===== src/rtl/msf_pkg.sv =====
// msf_pkg: shared definitions for the MSF time-code encoder and the
// receive-side time/date decoder.
//   - frame geometry (slots per second, seconds per minute)
//   - A/B bit positions within the minute
//   - encoder FSM state type
//   - msf_time_t: BCD time/date fields; the packed layout lists the fields
//     in transmit order, so A bits 17..51 map onto bits 34..0.
//   - a_bit(): A-bit value for a given second of the frame
package msf_pkg;

  localparam int unsigned SLOTS_PER_SEC = 10;
  localparam int unsigned SECS_PER_MIN  = 60;

  localparam logic [5:0] YEAR_FIRST        = 6'd17;
  localparam logic [5:0] YEAR_LAST         = 6'd24;
  localparam logic [5:0] MONTH_FIRST       = 6'd25;
  localparam logic [5:0] MONTH_LAST        = 6'd29;
  localparam logic [5:0] DAY_FIRST         = 6'd30;
  localparam logic [5:0] DAY_LAST          = 6'd35;
  localparam logic [5:0] DOW_FIRST         = 6'd36;
  localparam logic [5:0] DOW_LAST          = 6'd38;
  localparam logic [5:0] HOUR_FIRST        = 6'd39;
  localparam logic [5:0] HOUR_LAST         = 6'd44;
  localparam logic [5:0] MIN_FIRST         = 6'd45;
  localparam logic [5:0] MIN_LAST          = 6'd51;
  localparam logic [5:0] MARKER_FIRST      = 6'd52;
  localparam logic [5:0] MARKER_ONES_FIRST = 6'd53;
  localparam logic [5:0] MARKER_ONES_LAST  = 6'd58;
  localparam logic [5:0] B_PAR_YEAR        = 6'd54;
  localparam logic [5:0] B_PAR_DATE        = 6'd55;
  localparam logic [5:0] B_PAR_DOW         = 6'd56;
  localparam logic [5:0] B_PAR_TIME        = 6'd57;

  typedef enum logic {
    ST_IDLE,
    ST_RUN
  } enc_state_e;

  typedef struct packed {
    logic [3:0] year_h;
    logic [3:0] year_l;
    logic       month_h;
    logic [3:0] month_l;
    logic [1:0] day_h;
    logic [3:0] day_l;
    logic [2:0] dow;
    logic [1:0] hour_h;
    logic [3:0] hour_l;
    logic [2:0] minute_h;
    logic [3:0] minute_l;
  } msf_time_t;

  function automatic logic a_bit(input msf_time_t f, input logic [5:0] s);
    logic [34:0] v;
    v = f;
    if (s >= YEAR_FIRST && s <= MIN_LAST)
      return v[MIN_LAST - s];
    return (s >= MARKER_ONES_FIRST && s <= MARKER_ONES_LAST);
  endfunction

endpackage


===== src/rtl/msf_slot_timer.sv =====
// msf_slot_timer: prescaler plus slot (0..9) and second (0..59) counters.
//   clk_i, rst_i  clock, synchronous active-high reset
//   en_i          advance the prescaler; counters hold while low
//   slot_nxt_o    slot that is current after the next clock edge
//   second_o      registered current second
//   second_nxt_o  second that is current after the next clock edge
//   wrap_o        next edge leaves second 59 slot 9
module msf_slot_timer
  import msf_pkg::*;
#(
  parameter int unsigned CLKS_PER_SLOT = 3276
) (
  input  logic       clk_i,
  input  logic       rst_i,
  input  logic       en_i,
  output logic [3:0] slot_nxt_o,
  output logic [5:0] second_o,
  output logic [5:0] second_nxt_o,
  output logic       wrap_o
);

  localparam int unsigned PW = (CLKS_PER_SLOT > 1) ? $clog2(CLKS_PER_SLOT) : 1;

  logic [PW-1:0] presc_q, presc_d;
  logic [3:0]    slot_q, slot_d;
  logic [5:0]    second_q, second_d;
  logic          slot_end;

  always_comb begin
    presc_d  = presc_q;
    slot_d   = slot_q;
    second_d = second_q;
    slot_end = en_i && (presc_q == PW'(CLKS_PER_SLOT - 1));
    if (en_i)
      presc_d = slot_end ? '0 : presc_q + 1'b1;
    if (slot_end) begin
      if (slot_q == 4'(SLOTS_PER_SEC - 1)) begin
        slot_d   = '0;
        second_d = (second_q == 6'(SECS_PER_MIN - 1)) ? '0 : second_q + 1'b1;
      end else begin
        slot_d = slot_q + 1'b1;
      end
    end
    wrap_o = slot_end && (slot_q == 4'(SLOTS_PER_SEC - 1))
                      && (second_q == 6'(SECS_PER_MIN - 1));
  end

  always_ff @(posedge clk_i) begin
    if (rst_i) begin
      presc_q  <= '0;
      slot_q   <= '0;
      second_q <= '0;
    end else begin
      presc_q  <= presc_d;
      slot_q   <= slot_d;
      second_q <= second_d;
    end
  end

  assign slot_nxt_o   = slot_d;
  assign second_o     = second_q;
  assign second_nxt_o = second_d;

endmodule


===== src/rtl/msf_encoder.sv =====
// msf_encoder: MSF 60 kHz time-code keying generator.
//   clk_i, rst_i        clock, synchronous active-high reset
//   load_i              strobe capturing the *_i BCD fields into the shadow
//   year/month/day/dow/hour/minute *_i   BCD time and date
//   data_o              1 = carrier on, 0 = carrier off
//   second_o            current second of the frame
//   minute_start_o      pulse on the first cycle of second 00
// Optional: `define MSF_ENC_PARITY_EN adds odd-parity B bits 54..57.
module msf_encoder
  import msf_pkg::*;
#(
  parameter int unsigned CLKS_PER_SLOT = 3276
) (
  input  logic       clk_i,
  input  logic       rst_i,
  input  logic       load_i,
  input  logic [3:0] year_h_i,
  input  logic [3:0] year_l_i,
  input  logic       month_h_i,
  input  logic [3:0] month_l_i,
  input  logic [1:0] day_h_i,
  input  logic [3:0] day_l_i,
  input  logic [2:0] dow_i,
  input  logic [1:0] hour_h_i,
  input  logic [3:0] hour_l_i,
  input  logic [2:0] minute_h_i,
  input  logic [3:0] minute_l_i,
  output logic       data_o,
  output logic [5:0] second_o,
  output logic       minute_start_o
);

  enc_state_e state_q, state_d;
  msf_time_t  shadow_q, shadow_d, frame_q, frame_d;
  logic       data_q, data_d;
  logic       ms_q, ms_d;
  logic       start;
  logic       b_bit;
  logic [3:0] slot_nxt;
  logic [5:0] second_nxt;
  logic       wrap;

  msf_slot_timer #(
    .CLKS_PER_SLOT(CLKS_PER_SLOT)
  ) u_timer (
    .clk_i       (clk_i),
    .rst_i       (rst_i),
    .en_i        (state_q == ST_RUN),
    .slot_nxt_o  (slot_nxt),
    .second_o    (second_o),
    .second_nxt_o(second_nxt),
    .wrap_o      (wrap)
  );

`ifdef MSF_ENC_PARITY_EN
  logic [34:0] fb;
  always_comb begin
    fb = frame_q;
    unique case (second_nxt)
      B_PAR_YEAR: b_bit = ~^fb[34:27];
      B_PAR_DATE: b_bit = ~^fb[26:16];
      B_PAR_DOW:  b_bit = ~^fb[15:13];
      B_PAR_TIME: b_bit = ~^fb[12:0];
      default:    b_bit = 1'b0;
    endcase
  end
`else
  always_comb b_bit = 1'b0;
`endif

  // Keying is computed from the timer's next slot/second so the registered
  // output changes on the very edge that enters the slot.
  always_comb begin
    start    = (state_q == ST_IDLE) && load_i;
    state_d  = start ? ST_RUN : state_q;
    shadow_d = shadow_q;
    if (load_i)
      shadow_d = '{year_h: year_h_i, year_l: year_l_i, month_h: month_h_i,
                   month_l: month_l_i, day_h: day_h_i, day_l: day_l_i,
                   dow: dow_i, hour_h: hour_h_i, hour_l: hour_l_i,
                   minute_h: minute_h_i, minute_l: minute_l_i};
    // shadow_d (not shadow_q) so a load on the wrap cycle reaches the new frame
    frame_d = (start || wrap) ? shadow_d : frame_q;
    ms_d    = start || wrap;
    data_d  = 1'b1;
    if (state_d == ST_RUN) begin
      if (second_nxt == '0) begin
        data_d = (slot_nxt >= 4'd5);
      end else begin
        case (slot_nxt)
          4'd0:    data_d = 1'b0;
          4'd1:    data_d = ~a_bit(frame_q, second_nxt);
          4'd2:    data_d = ~b_bit;
          default: data_d = 1'b1;
        endcase
      end
    end
  end

  always_ff @(posedge clk_i) begin
    if (rst_i) begin
      state_q  <= ST_IDLE;
      shadow_q <= '0;
      frame_q  <= '0;
      data_q   <= 1'b1;
      ms_q     <= 1'b0;
    end else begin
      state_q  <= state_d;
      shadow_q <= shadow_d;
      frame_q  <= frame_d;
      data_q   <= data_d;
      ms_q     <= ms_d;
    end
  end

  assign data_o         = data_q;
  assign minute_start_o = ms_q;

endmodule


===== config.mk =====
export PLATFORM = sky130hd
export DESIGN_NAME = msf_encoder
export DESIGN_NICKNAME = d
export VERILOG_FILES = /design/src/rtl/msf_pkg.sv /design/src/rtl/msf_slot_timer.sv /design/src/rtl/msf_encoder.sv
export SDC_FILE = /design/constraint.sdc
export NUM_CORES = 1
export LEC_CHECK = 0
export ABC_AREA = 1
export CORE_MARGIN = 5
export CORE_UTILIZATION = 60
export DETAILED_ROUTE_END_ITERATION = 8
export PLACE_DENSITY = 0.84
export SYNTH_ARGS = -nofsm -noshare
export SYNTH_HDL_FRONTEND = slang
export SYNTH_SLANG_ARGS = --single-unit

===== constraint.sdc =====
create_clock -name clk_i -period 3.8 [get_ports clk_i]
set_clock_uncertainty 0.05 [all_clocks]
set_input_delay 0.76 -clock clk_i [delete_from_list [all_inputs] [get_ports clk_i]]
set_output_delay 0.76 -clock clk_i [all_outputs]
set_load 0.05 [all_outputs]

Word-level counts from Yosys, hierarchy flattened

Cells that the tools add are included.

Add/sub/neg operators: 4
$lt $le $gt $ge: 6
Eq/ne operators: 4
Mux-type cells: 21
Bitwise gates (word level): 3
Reduce and logical (&&, ||, !) cells: 10

Operators by type and width:

| kind                                                                          | number |
|---|---|
| 35-bit 2-to-1 mux                                                             | 1 |
| 6-bit 2-to-1 mux                                                              | 3 |
| 12-bit by 1-bit adder with 12-bit output (second input constant)              | 1 |
| 12-bit equality test (second input constant)                                  | 1 |
| 6-bit <= comparator (second input constant)                                   | 2 |
| 1-bit 2-to-1 mux                                                              | 12 |
| 12-bit 2-to-1 mux                                                             | 1 |
| 4-bit 2-to-1 mux                                                              | 2 |
| 6-bit by 7-bit less-than comparator with 1-bit output (second input constant) | 1 |
| 6-bit by 1-bit adder with 6-bit output (second input constant)                | 1 |
| 1-bit binary-select mux with 6-bit select                                     | 1 |
| 6-bit equality test (second input constant)                                   | 1 |
| 6-bit by 5-bit >= comparator with 1-bit output (second input constant)        | 1 |
| 6-bit >= comparator (second input constant)                                   | 1 |
| 1-bit logical AND                                                             | 6 |
| 6-bit zero test                                                               | 1 |
| 6-bit subtractor (first input constant)                                       | 1 |
| 4-bit by 1-bit adder with 4-bit output (second input constant)                | 1 |
| 4-bit by 1-bit equality test with 1-bit output (second input constant)        | 1 |
| 4-bit equality test (second input constant)                                   | 1 |
| 4-bit by 3-bit >= comparator with 1-bit output (second input constant)        | 1 |
| 4-bit zero test                                                               | 1 |
| 1-bit NOT                                                                     | 3 |
| 1-bit case mux with 2 select lines                                            | 1 |
| other kinds (2)                                                               | 2 |

Bits in registers: 95
Bits of input ports: 38
Output and inout bits: 8
Word-level logic and storage cells: 76

Longest topological paths before layout

Gate-level depths: netlist of run 1.

Word-level depth: 17
Gate-level depth with buffers: 23
Mapped depth without buffers: 23

By module

Synthesis of run 1 repeated with hierarchy kept, for this count alone.

Cell total of the unflattened synthesis: 570
Area total of the unflattened synthesis: 4,340.4 sq um

By module, submodules not included:

| module         | times used | cells an instance | area an instance (sq um) | seq. area each (sq um) |
|---|---|---|---|---|
| msf_encoder    | 1          | 371               | 3,032.9                  | 1,461.4 |
| msf_slot_timer | 1          | 199               | 1,307.5                  | 440.4 |

Worst setup path before layout of run 1

OpenSTA, ideal clock, no wires.

Path kind: flip-flop to flip-flop
Start: register u_timer.second_q[0], in the netlist u_timer.second_o[0]
End: register data_q, in the netlist data_o
Library setup time: 0.112 ns
Data arrival time: 2.573 ns
Data required time: 3.638 ns
Path slack: 1.065 ns
Stages on the path, launching flop included: 23
Path buffers: 0
Period minus slack after synthesis: 2.735 ns
Cell sequence: dfxtp_1 > ha_1 > inv_1 > nor2_1 > nand3_1 > nand2_1 > nand2_1 > o21ai_0 > nand2_1 > nand2_4 > inv_1 > ha_1 > inv_1 > nor2_1 > a21boi_1 > nor2_1 > nand2_1 > nand3_1 > nand2_1 > nand2_1 > nand2_1 > nand2_1 > nand2_1

Longest elaborated chain between the ends: 17
Elaborated cells on any way between the ends: 27
Classes of those cells: 2 x add/sub; 4 x order compare; 1 x eq/ne; 16 x mux; 1 x bitwise; 3 x reduce/logical

Ends and longest elaborated chain:

| element                                                                       | RTL line             | RTL |
|---|---|---|
| from (decl)                                                                   | msf_slot_timer.sv:26 | `logic [5:0] second_q, second_d;` |
| from (signal assigned)                                                        | msf_slot_timer.sv:56 | `second_q <= second_d;` |
| 6-bit by 1-bit adder with 6-bit output or 6-bit equality test (tied branches) | msf_slot_timer.sv:39 | `second_d = (second_q == 6'(SECS_PER_MIN - 1)) ? '0 : second_q + 1'b1;` |
| 6-bit 2-to-1 mux                                                              | msf_slot_timer.sv:39 |  |
| 6-bit 2-to-1 mux                                                              | msf_slot_timer.sv:37 | `if (slot_q == 4'(SLOTS_PER_SEC - 1)) begin` |
| 6-bit 2-to-1 mux *                                                            | msf_slot_timer.sv:36 | `if (slot_end) begin` |
| branches (longest 12 deep; another with 6-bit subtractor)                     | -                    |  |
| 1-bit 2-to-1 mux *                                                            | msf_encoder.sv:87    | `if (second_nxt == '0) begin` |
| to (signal assigned)                                                          | msf_encoder.sv:111   | `data_q <= data_d;` |
| to (decl)                                                                     | msf_encoder.sv:35    | `logic data_q, data_d;` |

Mark *: on every way between the ends. The select of a mux whose other input is x is not followed.
A chain may end at the register's enable or synchronous reset.

Worst setup path in the final report of run 1

Start: register u_timer.second_q[0], in the netlist u_timer.second_o[0]
End: register frame_q[7] (netlist bit)

Longest elaborated chain between the ends: 3

Ends and longest elaborated chain:

| element              | RTL line             | RTL |
|---|---|---|
| 6-bit equality test  | msf_slot_timer.sv:45 | `&& (second_q == 6'(SECS_PER_MIN - 1));` |
| 1-bit logical AND    | msf_slot_timer.sv:45 |  |
| 1-bit logical OR     | msf_encoder.sv:83    | `frame_d = (start \|\| wrap) ? shadow_d : frame_q;` |
| to (signal assigned) | msf_encoder.sv:110   | `frame_q <= frame_d;` |
| to (decl)            | msf_encoder.sv:34    | `msf_time_t shadow_q, shadow_d, frame_q, frame_d;` |

No other way between the ends.

==> results.md, run 1 <==
- Status: complete, no violations
- H-tree depth: 3
- Hold_buf cts: 0
- Tot Pwr: 1860 uW
- Most frequent cells in the layout: nand2_1, dfxtp_1, nor2_1
- Share of cells above drive strength 1: 8.50%
- Data arrival, critical path: 3350 ps
- Core Rows: 31
- Crit share post-route: 83.2%
- Slew Limit Fails: 0
- Die area: about 0.0090 mm2
- Met2 Use GR: 37.9%
- Grt met3 use: 3.90%
- Ant. Diodes: 0
- Power Density: 374 mW/mm2
- I/O pin count: 46
- Worst slew pin tran: 1130 ps
- Fillers: 603
- CTS Root Buffer Type: clkbuf_8
- Remaining global-route overflow: 0
- Area of the mapped netlist: 0.00433 mm2
- Seq/Total Area, Yosys: 43.9%
- Clock Sinks: 95
- First-pass DRT Iterations: 4
- WL final: 9230 um
- Synthesized flop and latch total: 95
- Crit Path Class: flop to flop
- Hold Crit Class: flop to flop
- Die Height: 95.0 um
- CP Data Required Time: 3990 ps
- Routed wire per std cell: 13.0 um
- Nets: 650
- Detail Placement HPWL: around 6700 um
- DRC: 0
- Yosys cell types: 34
- Initial DRC Count: 203
- Leakage: approximately 0.0021 uW
- Max IR drop VDD: ~0.00022 V
- Vias per cell: 5.23
- Clk slew on worst S/H paths: 90 ps
- Clock tree from TritonCTS: yes
- Met1 Track Usage GR: 27.2%
- Mapped Nets: 614
- Gpl congestion: 0.917
- Final setup fails: 0
- CTS buffer count: 9
- Max_slew headroom: 24.4%
- Max-Cap Viols: 0
- Vias in the first global route: 3631
- RSZ-0062 raised after global routing: no
- Crit path max fanout: 52
- Total vias in the final route: around 3.7k
- Initial core utilization: 60.7%
- Dpl ws: 660 ps
- Area grow syn2layout: 15.0%
- Post-DP Area: around 0.0048 mm2
- Clock Latency Late Sink: 360 ps
- FMAX: 316 MHz
- Post-synth EDFFs: 0
- Startpoint type of the worst setup path: flop
- Number of gates resized after cts: 0
- Setup slack after layout: roughly 640 ps
- Global-route wire length before repair: 15800 um
- Min Tclk post-route: 3160 ps
- Top Usage Layer GRT: met2
- Syn avg cell area: approximately 7.6 um2
- Yosys warns: 0
- Top_reg_cell synth: dfxtp_1
- Endpoint class of the critical path: flop
- Chip Width: between 90 and 100 um
- Synth async-reset ratio: 0%
- Initial antenna violation count: 0
- Worst-case hold slack: 420 ps
- Post-Syn Instances: 572
- Crit path from: u_timer.second_o[0]
- Final Hold Fails: 0
- Post-CTS repair timing setup buffer count: 0
- Clock Tree Buf Depth: 2
- Worst reg2reg startpoint: u_timer.second_o[0]
- CORE AREA: 0.00714 mm2
- DRT antenna net count: 0
- Worst Hold Launch: u_timer.presc_q[6]
- Largest net degree at the start of global routing: 53
- Port buffer count: between 40 and 50
- TNS Setup: 0 ps
- Most common cell after layout, fill and taps aside: nand2_1
- Design area: 0.00498 mm2
- Gr usage total: 22.0%
[report_power, final]
| part | total (uW) | switching (uW) | leakage [uW] | internal (uW) |
|---|---|---|---|---|
| registers | 1070 | 24.4 | 0.000781 | 1050 |
| clock network | 600 | 347 | 0.0000845 | 252 |
| logic | 189 | 102 | 0.00122 | 87.1 |
| total | 1860 | 473 | 0.00209 | 1390 |
[cell families after synthesis]
kind of cell	after synthesis	synth area share, %
flops	95	43.9
fa+ha+maj	4	1.15
mux	35	8.08
compound gates	112	13.5
xor+xnor	5	1.01
buf+inv	81	7.79
simple gates	240	24.6
[registers in the layout, indices dropped and copies added (netlist names)]
signal            count
frame_q              35
minute_start_o        1
u_timer.presc_q      12
shadow_q             35
data_o                1
state_q               1
u_timer.slot_q        4
u_timer.second_o      6
[cells in the mapped netlist (2+ instances only)]
cell type | instances | share of area [%]
buf_1 | 2 | 0.17
inv_2 | 7 | 0.61
dfxtp_1 | 95 | 44
nand4_1 | 5 | 0.72
mux2i_1 | 35 | 8.1
buf_6 | 4 | 1.0
inv_1 | 48 | 4.2
nor2_4 | 4 | 1.0
o31ai_1 | 2 | 0.35
nor3_1 | 9 | 1.0
ha_1 | 4 | 1.2
nor2_1 | 71 | 6.1
o21ai_1 | 5 | 0.58
clkbuf_1 | 18 | 1.6
nand3_1 | 32 | 3.7
nand2_1 | 99 | 8.6
o21ai_0 | 49 | 5.7
nand2_2 | 9 | 1.3
xor2_1 | 5 | 1.0
nand3_2 | 4 | 0.92
nor2_2 | 2 | 0.29
nor4_1 | 2 | 0.29
a21oi_1 | 50 | 5.8
[critical path, cell delays in order, from the launching register on]
cell and delay (ps):
dfxtp_1 350, ha_1 230, inv_1 90, nor2_1 50
nand3_1 140, nor2_1 70, nand2_1 100, inv_1 60
a21oi_1 210, clkinv_1 920, buf_4 510, o21ai_0 200
a21oi_1 60
[layer usage]
metal	part of all wire [%]	vias up
li1	-	1942
met1	45	1699
met2	50	63
met3	3.4	15
met4	1.9	0
met5	0	-
[area by class of cell]
class                   instances  area, um2  area share, %
repair buffers                 50        483           9.69
multi-input cells             396       2090           42.0
clock buffers                  10        138           2.76
well taps                      99        124           2.48
flip-flops and latches         95       1900           38.2
inverters                      56        210           4.22
clock inverters                 5       33.8          0.678
[final timing paths]
| kind | endpoint | slack, ps | cells after the start |
|---|---|---|---|
| setup reg to reg | frame_q[7] | 640 | 12 |
| setup / recovery | frame_q[7] | 640 | 12 |
| hold / removal | u_timer.presc_q[6] | 420 | 2 |
| hold reg to reg | u_timer.presc_q[6] | 420 | 2 |
[stage by stage]
step,cells,util (%)
6_report,711,69.8
5_1_grt,711,69.8
4_1_cts,711,69.8
3_5_place_dp,696,67.4
3_3_place_gp,696,67.4
2_1_floorplan,572,-
No activity file was read; power rests on OpenSTA's default activity.
==> inputs of run 2 (changes only) <==
Settings changed: CORE_UTILIZATION 60 to 51, PLACE_DENSITY 0.84 to 0.76.
Clock period 3.8 ns to 2.9 ns, I/O delays scaled along.
==> run 2 against run 1 <==
  * Power rose by 45%
  * Sequential power rose by 32%
  * Clock power rose by 75%
==> results.md, run 2 (synthesized netlist as in run 1, its figures left out) <==
- Status: complete, no violations (unchanged)
- Most frequent cells in the layout: nand2_1, dfxtp_1, nor2_1 (unchanged)
- Crit share post-route: 90.4% (was 83.2%)
- CP peak stage delay: 370 ps (was 920 ps)
- Final setup fails: 0 (unchanged)
- Die Height: 102 um (was 95.0 um)
- Clock tree from TritonCTS: yes (unchanged)
- Clk slew on worst S/H paths: 100 ps (was 90 ps)
- DRC: 0 (unchanged)
- Share of cells above drive strength 1: 9.80% (was 8.50%)
- CTS Root Buffer Type: clkbuf_8 (unchanged)
- Core Rows: 33 (was 31)
- Final Hold Fails: 0 (unchanged)
- Gr usage total: 18.6% (was 22.0%)
- Sw power: 637 uW (was 473 uW)
- Detail Placement HPWL: 6780 um (was 6740 um)
- Slew Limit Fails: 0 (unchanged)
- CP Data Required Time: 3110 ps (was 3990 ps)
- Sequential power share: 52.0% (was 57.7%)
- Max_slew headroom: 65.4% (was 24.4%)
- Gpl congestion: 0.880 (was 0.917)
- Clock power frac: 38.8% (was 32.2%)
- Post-Layout Cell Count: 717 (was 711)
- First-pass DRT Iterations: 4 (unchanged)
- Max IR drop VDD: 0.000373 V (was 0.000220 V)
- Routed wire per std cell: 13.2 um (was 13.0 um)
- Met3 routed WL: 385 um (was 313 um)
- TNS Setup: 0 ps (unchanged)
- Met2 routed WL: 4590 um (was 4610 um)
- Most common cell after layout, fill and taps aside: nand2_1 (unchanged)
- Most frequent CP cell: nand2_1
- H-tree depth: 3 (unchanged)
- DRT antenna net count: 0 (unchanged)
- Remaining global-route overflow: 0 (unchanged)
- Net Sw Frac: 23.6% (was 25.4%)
- FMAX: 381 MHz (was 316 MHz)
- Leakage: 0.00212 uW (was 0.00209 uW)
- CORE AREA: 0.00826 mm2 (was 0.00714 mm2)
- Endpoint class of the critical path: flop (unchanged)
- Comb pwr share: 9.1% (was 10.1%)
- Worst slew pin tran: 519 ps (was 1130 ps)
- Crit Path Class: flop to flop (unchanged)
- Slowest CP cell: dfxtp_1 (was clkinv_1)
- Worst-path cell chain: ha_2 > nand3_1 > nor3_2 > nand3_1 > inv_2 > nand2_1 > nand2_4 > inv_1 > ha_1 > inv_1 > nor2_1 > a21boi_2 > nor2_1 > nand2_1 > nand3_1 > nand2_1 > nand2_1 > nand2_1 > nand2_1 > nand2_1 (was ha_1 > inv_1 > nor2_1 > nand3_1 > nor2_1 > nand2_1 > inv_1 > a21oi_1 > clkinv_1 > buf_4 > o21ai_0 > a21oi_1)
- Ant. Diodes: 0 (unchanged)
- Top flop regs: frame_q x35, shadow_q x35, u_timer.presc_q x12 (unchanged)
- RSZ-0062 raised after global routing: no (unchanged)
- Startpoint type of the worst setup path: flop (unchanged)
- Vias per cell: 5.20 (was 5.23)
- Clock Sinks: 95 (unchanged)
- Port buffer count: 45 (unchanged)
- Area grow syn2layout: 17.6% (was 15.0%)
- Min Tclk post-route: 2620 ps (was 3160 ps)
- Global-route wire length before repair: 15800 um (about the same)
- Met1 wire length: 4290 um (was 4130 um)
- Clock Tree Buf Depth: 2 (unchanged)
- Post-DP Area: 0.00483 mm2 (was 0.00481 mm2)
- Chip Width: 102 um (was 95.0 um)
- Power Density: 531 mW/mm2 (was 374 mW/mm2)
- Initial core utilization: 52.5% (was 60.7%)
- Placed insts: 702 (was 696)
- Internal: 2070 uW (was 1390 uW)
- Hold_buf cts: 0 (unchanged)
- Initial antenna violation count: 0 (unchanged)
- Design area: 0.00510 mm2 (was 0.00498 mm2)
- Nets: 650 (unchanged)
- Hold Crit Class: flop to flop (unchanged)
- I/O pin count: 46 (unchanged)
- Top Layer Used: met4 (unchanged)
- Total vias in the final route: 3725 (was 3719)
- Worst-case hold slack: 424 ps (was 420 ps)
- Crit path max fanout: 10 (was 52)
- Largest net degree at the start of global routing: 71 (was 53)
- Data arrival, critical path: 2830 ps (was 3350 ps)
- WL final: 9430 um (was 9230 um)
- Vias in the first global route: 3563 (was 3631)
- Max-Cap Viols: 0 (unchanged)
- Clock Latency Late Sink: 360 ps (about the same)
- Die area: 0.0104 mm2 (was 0.00902 mm2)
- Initial DRC Count: 140 (was 203)
- CTS buffer count: 9 (unchanged)
[run 2: changes by cell type in the layout (fill, tap and decap cells not counted), moves of 2 or more]
cell,delta
bufinv_16,+3
clkinv_2,-2
clkinvlp_4,-2
dfxtp_1,-3
dfxtp_2,+3
ha_1,-2
ha_2,+2
[run 2: final cells by class]
cell class	instances	area (um2)
Clock inverter	6	116
Fill cell	757	3160
Clock buffer	9	124
Inverter	56	210
Tap cell	105	131
Sequential cell	95	1910
Timing Repair Buffer	50	495
Multi-Input combinational cell	396	2110
[run 2: metrics by stage]
| stage | utilization (%) | setup WS, ps | total power [uW] |
|---|---|---|---|
| after detailed placement | 58.5 | 273 | 1680 |
| after CTS | 61.4 | 226 | 2730 |
| after global routing | 61.7 | 5.83 | 2820 |
| after floorplan | - | 165 | 1590 |
| after global placement | 58.5 | 401 | 1680 |
| final | 61.7 | 278 | 2700 |
[run 2: path summary, 6_finish.rpt]
check / startpoint / to / slack [ps] / cells past startpoint
worst min-delay path: u_timer.presc_q[6] / u_timer.presc_q[6] / 420 / 2
worst max-delay path: u_timer.presc_q[1] / data_o / 280 / 20
worst min register to register: u_timer.presc_q[6] / u_timer.presc_q[6] / 420 / 2
worst max register to register: u_timer.presc_q[1] / data_o / 280 / 20
[run 2: worst max-delay path: cells and delay by family, from the launching register on]
family / cells / cell delay (ps)
AND/OR/NAND/NOR: 14 / 1140
AO/OA/AOI/OAI: 1 / 150
adder cells (fa/ha/maj): 2 / 510
buffers and inverters: 3 / 310
flip-flops: 1 / 370
[run 2: timing repair]
item,CTS,global route
resized for setup,0,8
buffers inserted,0,0
setup endpoints to repair,0,1
[run 2: power groups by stage]
| stage | clock network (uW) | registers (uW) | logic [uW] |
|---|---|---|---|
| 4_1_cts | 1070 | 1410 | 249 |
| 6_report | 1050 | 1410 | 246 |
| 5_1_grt | 1120 | 1420 | 280 |
| 3_5_place_dp | 0 | 1440 | 247 |
| 2_1_floorplan | 0 | 1430 | 153 |
| 3_3_place_gp | 0 | 1440 | 243 |
[run 2: per-layer routing]
layer | vias to the layer above | global-route usage [%]
met4 | 0 | 7.06
li1 | 1939 | -
met3 | 17 | 3.69
met5 | - | 0
met1 | 1692 | 23.0
met2 | 77 | 32.0
==> inputs of run 3 (changes only) <==
Settings changed: CAP_MARGIN from default to 20, CORE_ASPECT_RATIO from default to 1.75.
==> run 3 against run 2 <==
  * Core utilization is 1.2 points higher
  * Cell count is 2.6% higher
  * Critical path depth is 2 higher
  * Sequential power hardly changed
  * Die area is 0.70% higher
  * Power is 4.4% higher
  * Design area is 2.6% higher
  * Routed wire length is 9.7% higher
  * Worst hold slack worse by 2.9 ps
  * Non-clock buffer count is 8 higher
  * Via count is 3.2% higher
==> results.md, run 3 (synthesized netlist as in run 1, its figures left out) <==
- CORE AREA: 0.00831 mm2 (was 0.00826 mm2)
- R2R depth: 22 (was 20)
- Power Density: 540 mW/mm2 (was 531 mW/mm2)
- Initial antenna violation count: 0 (unchanged)
- Placed insts: 716 (was 702)
- Die area: 0.0105 mm2 (was 0.0104 mm2)
- Crit share post-route: 89.6% (was 90.4%)
- CTS buffer count: 9 (unchanged)
- Worst reg2reg startpoint: u_timer.second_o[0] (was u_timer.presc_q[1])
- DRC: 0 (unchanged)
- Final Hold Fails: 0 (unchanged)
- Register area: 0.00191 mm2 (unchanged)
- WL final: 10300 um (was 9430 um)
- Top flop regs: frame_q x35, shadow_q x35, u_timer.presc_q x12 (unchanged)
- Clock Latency Late Sink: 340 ps (was 360 ps)
- Register-to-register setup slack: 300 ps (was 280 ps)
- Hold EP: u_timer.presc_q[6] (unchanged)
- Largest net degree at the start of global routing: 71 (unchanged)
- Internal: 2160 uW (was 2070 uW)
- CP peak stage delay: 370 ps (about the same)
- Gr usage total: 20.4% (was 18.6%)
- Worst Hold Launch: u_timer.presc_q[6] (unchanged)
- Fillers: 748 (was 757)
- Max IR drop VDD: 0.000417 V (was 0.000373 V)
- Multi-input logic area: 0.00212 mm2 (was 0.00211 mm2)
- Most common cell after layout, fill and taps aside: nand2_1 (unchanged)
- TNS Setup: 0 ps (unchanged)
- Initial core utilization: 52.1% (was 52.5%)
- Startpoint type of the worst setup path: flop (unchanged)
- CP Data Required Time: 3140 ps (was 3110 ps)
- Detail Placement HPWL: 7600 um (was 6780 um)
- Clock power frac: 41.0% (was 38.8%)
- Sw power: 657 uW (was 637 uW)
- Net Sw Frac: 23.3% (was 23.6%)
- Gpl congestion: 0.895 (was 0.880)
- Nets: 658 (was 650)
- Min Tclk post-route: 2600 ps (was 2620 ps)
- Hold_buf cts: 0 (unchanged)
- Area grow syn2layout: 20.6% (was 17.6%)
- Most frequent cells in the layout: nand2_1, dfxtp_1, nor2_1 (unchanged)
- First-pass DRT Iterations: 5 (was 4)
- Clock tree from TritonCTS: yes (unchanged)
- Port buffer count: 45 (unchanged)
- Share of cells above drive strength 1: 10.8% (was 9.80%)
- Endpoint class of the critical path: flop (unchanged)
- Leakage: 0.00218 uW (was 0.00212 uW)
- H-tree depth: 3 (unchanged)
- Most frequent CP cell: nand2_1 (unchanged)
- Clock Sinks: 95 (unchanged)
- Worst Hold Depth: 2 (unchanged)
- Clk slew on worst S/H paths: 60 ps (was 100 ps)
- Global-route wire length before repair: 17100 um (was 15800 um)
- Max_slew headroom: 67.1% (was 65.4%)
- Max-Cap Viols: 0 (unchanged)
- FMAX: 385 MHz (was 381 MHz)
- Initial DRC Count: 157 (was 140)
- Total vias in the final route: 3846 (was 3725)
- Status: complete, no violations (unchanged)
- Crit Path Class: flop to flop (unchanged)
- Remaining global-route overflow: 0 (unchanged)
- Chip Width: 79.7 um (was 102 um)
- Sequential power share: 50.0% (was 52.0%)
- Clock Tree Buf Depth: 2 (unchanged)
- Hold Crit Class: flop to flop (unchanged)
- Routed wire per std cell: 14.1 um (was 13.2 um)
- Tot Pwr: 2820 uW (was 2700 uW)
- Final setup fails: 0 (unchanged)
- Vias per cell: 5.23 (was 5.20)
- Data arrival, critical path: 2840 ps (was 2830 ps)
- Crit path max fanout: 8 (was 10)
- Worst-path cell chain: ha_2 > inv_1 > nor2_1 > nand3_2 > nand2_1 > nand2_1 > o21ai_0 > nand2_1 > nand2_4 > inv_1 > ha_1 > inv_2 > nor2_2 > a21boi_1 > nor2_1 > nand2_1 > nand3_1 > nand2_1 > nand2_1 > nand2_1 > nand2_1 > nand2_1 (was ha_2 > nand3_1 > nor3_2 > nand3_1 > inv_2 > nand2_1 > nand2_4 > inv_1 > ha_1 > inv_1 > nor2_1 > a21boi_2 > nor2_1 > nand2_1 > nand3_1 > nand2_1 > nand2_1 > nand2_1 > nand2_1 > nand2_1)
- Slowest CP cell: dfxtp_2 (was dfxtp_1)
- CTS Root Buffer Type: clkbuf_16 (was clkbuf_8)
- Post-Layout Cell Count: 736 (was 717)
- Worst slew pin tran: 492 ps (was 519 ps)
- Core Rows: 44 (was 33)
- RR Endpoint: data_o (unchanged)
- DRT antenna net count: 0 (unchanged)
- I/O pin count: 46 (unchanged)
- Die Height: 132 um (was 102 um)
- Slew Limit Fails: 0 (unchanged)
- Comb pwr share: 9.0% (was 9.1%)
- Ant. Diodes: 0 (unchanged)
- Vias in the first global route: 3873 (was 3563)
## run 3: stage by stage
stage | utilization, % | worst slack [ps] | instance area, um2 | hold slack (ps)
2_1_floorplan | - | 165 | 4330 | 386
3_3_place_gp | 58.7 | 301 | 4880 | 401
3_5_place_dp | 58.7 | 204 | 4880 | 415
4_1_cts | 62.1 | 160 | 5170 | 424
5_1_grt | 62.9 | -31.2 | 5230 | 448
6_report | 62.9 | 303 | 5230 | 421
## run 3: final cells by class
type                            count  area share [%]
Clock buffer                       11            4.45
Clock inverter                      5            1.10
Inverter                           56            4.02
Multi-Input combinational cell    396            40.6
Sequential cell                    95            36.5
Tap cell                          115            2.75
Timing Repair Buffer               58            10.6
## run 3: what timing repair did
item,4_1_cts,5_1_grt
resized for setup,0,10
buffers inserted,0,4
setup endpoints to repair,0,1
## run 3: critical path, delay by kind of cell (launching register included)
| kind | cells | cell delay (ps) |
|---|---|---|
| buffers and inverters | 3 | 200 |
| adders and majority gates | 2 | 510 |
| AOI/OAI and AO/OA | 2 | 260 |
| and+or+nand+nor | 15 | 1130 |
| DFF | 1 | 370 |
## run 3: power by group through the flow
stage               registers [uW]  logic, uW  clock network (uW)
floorplan                     1430        153                   0
global placement              1440        249                   0
detailed placement            1440        255                   0
CTS                           1410        257                1180
global route                  1420        288                1230
finish                        1410        254                1160
## run 3: worst max-delay path by stage
stage | startpoint | to | slack, ps | cells past startpoint
finish | u_timer.second_o[0] | data_o | 300 | 22
global route | u_timer.second_o[0] | data_o | -30 | 22
CTS | u_timer.second_o[0] | data_o | 160 | 22
detailed placement | u_timer.second_o[0] | data_o | 200 | 22
global placement | u_timer.second_o[0] | data_o | 300 | 22
floorplan | u_timer.second_o[0] | data_o | 160 | 22
## run 3: layer usage
layer | part of all wire, % | vias up | GRT usage, %
li1 | - | 1954 | -
met4 | 4.1 | 0 | 10.9
met2 | 56 | 84 | 38.6
met1 | 38 | 1779 | 20.6
met5 | 0 | - | 0
met3 | 2.6 | 29 | 3.01
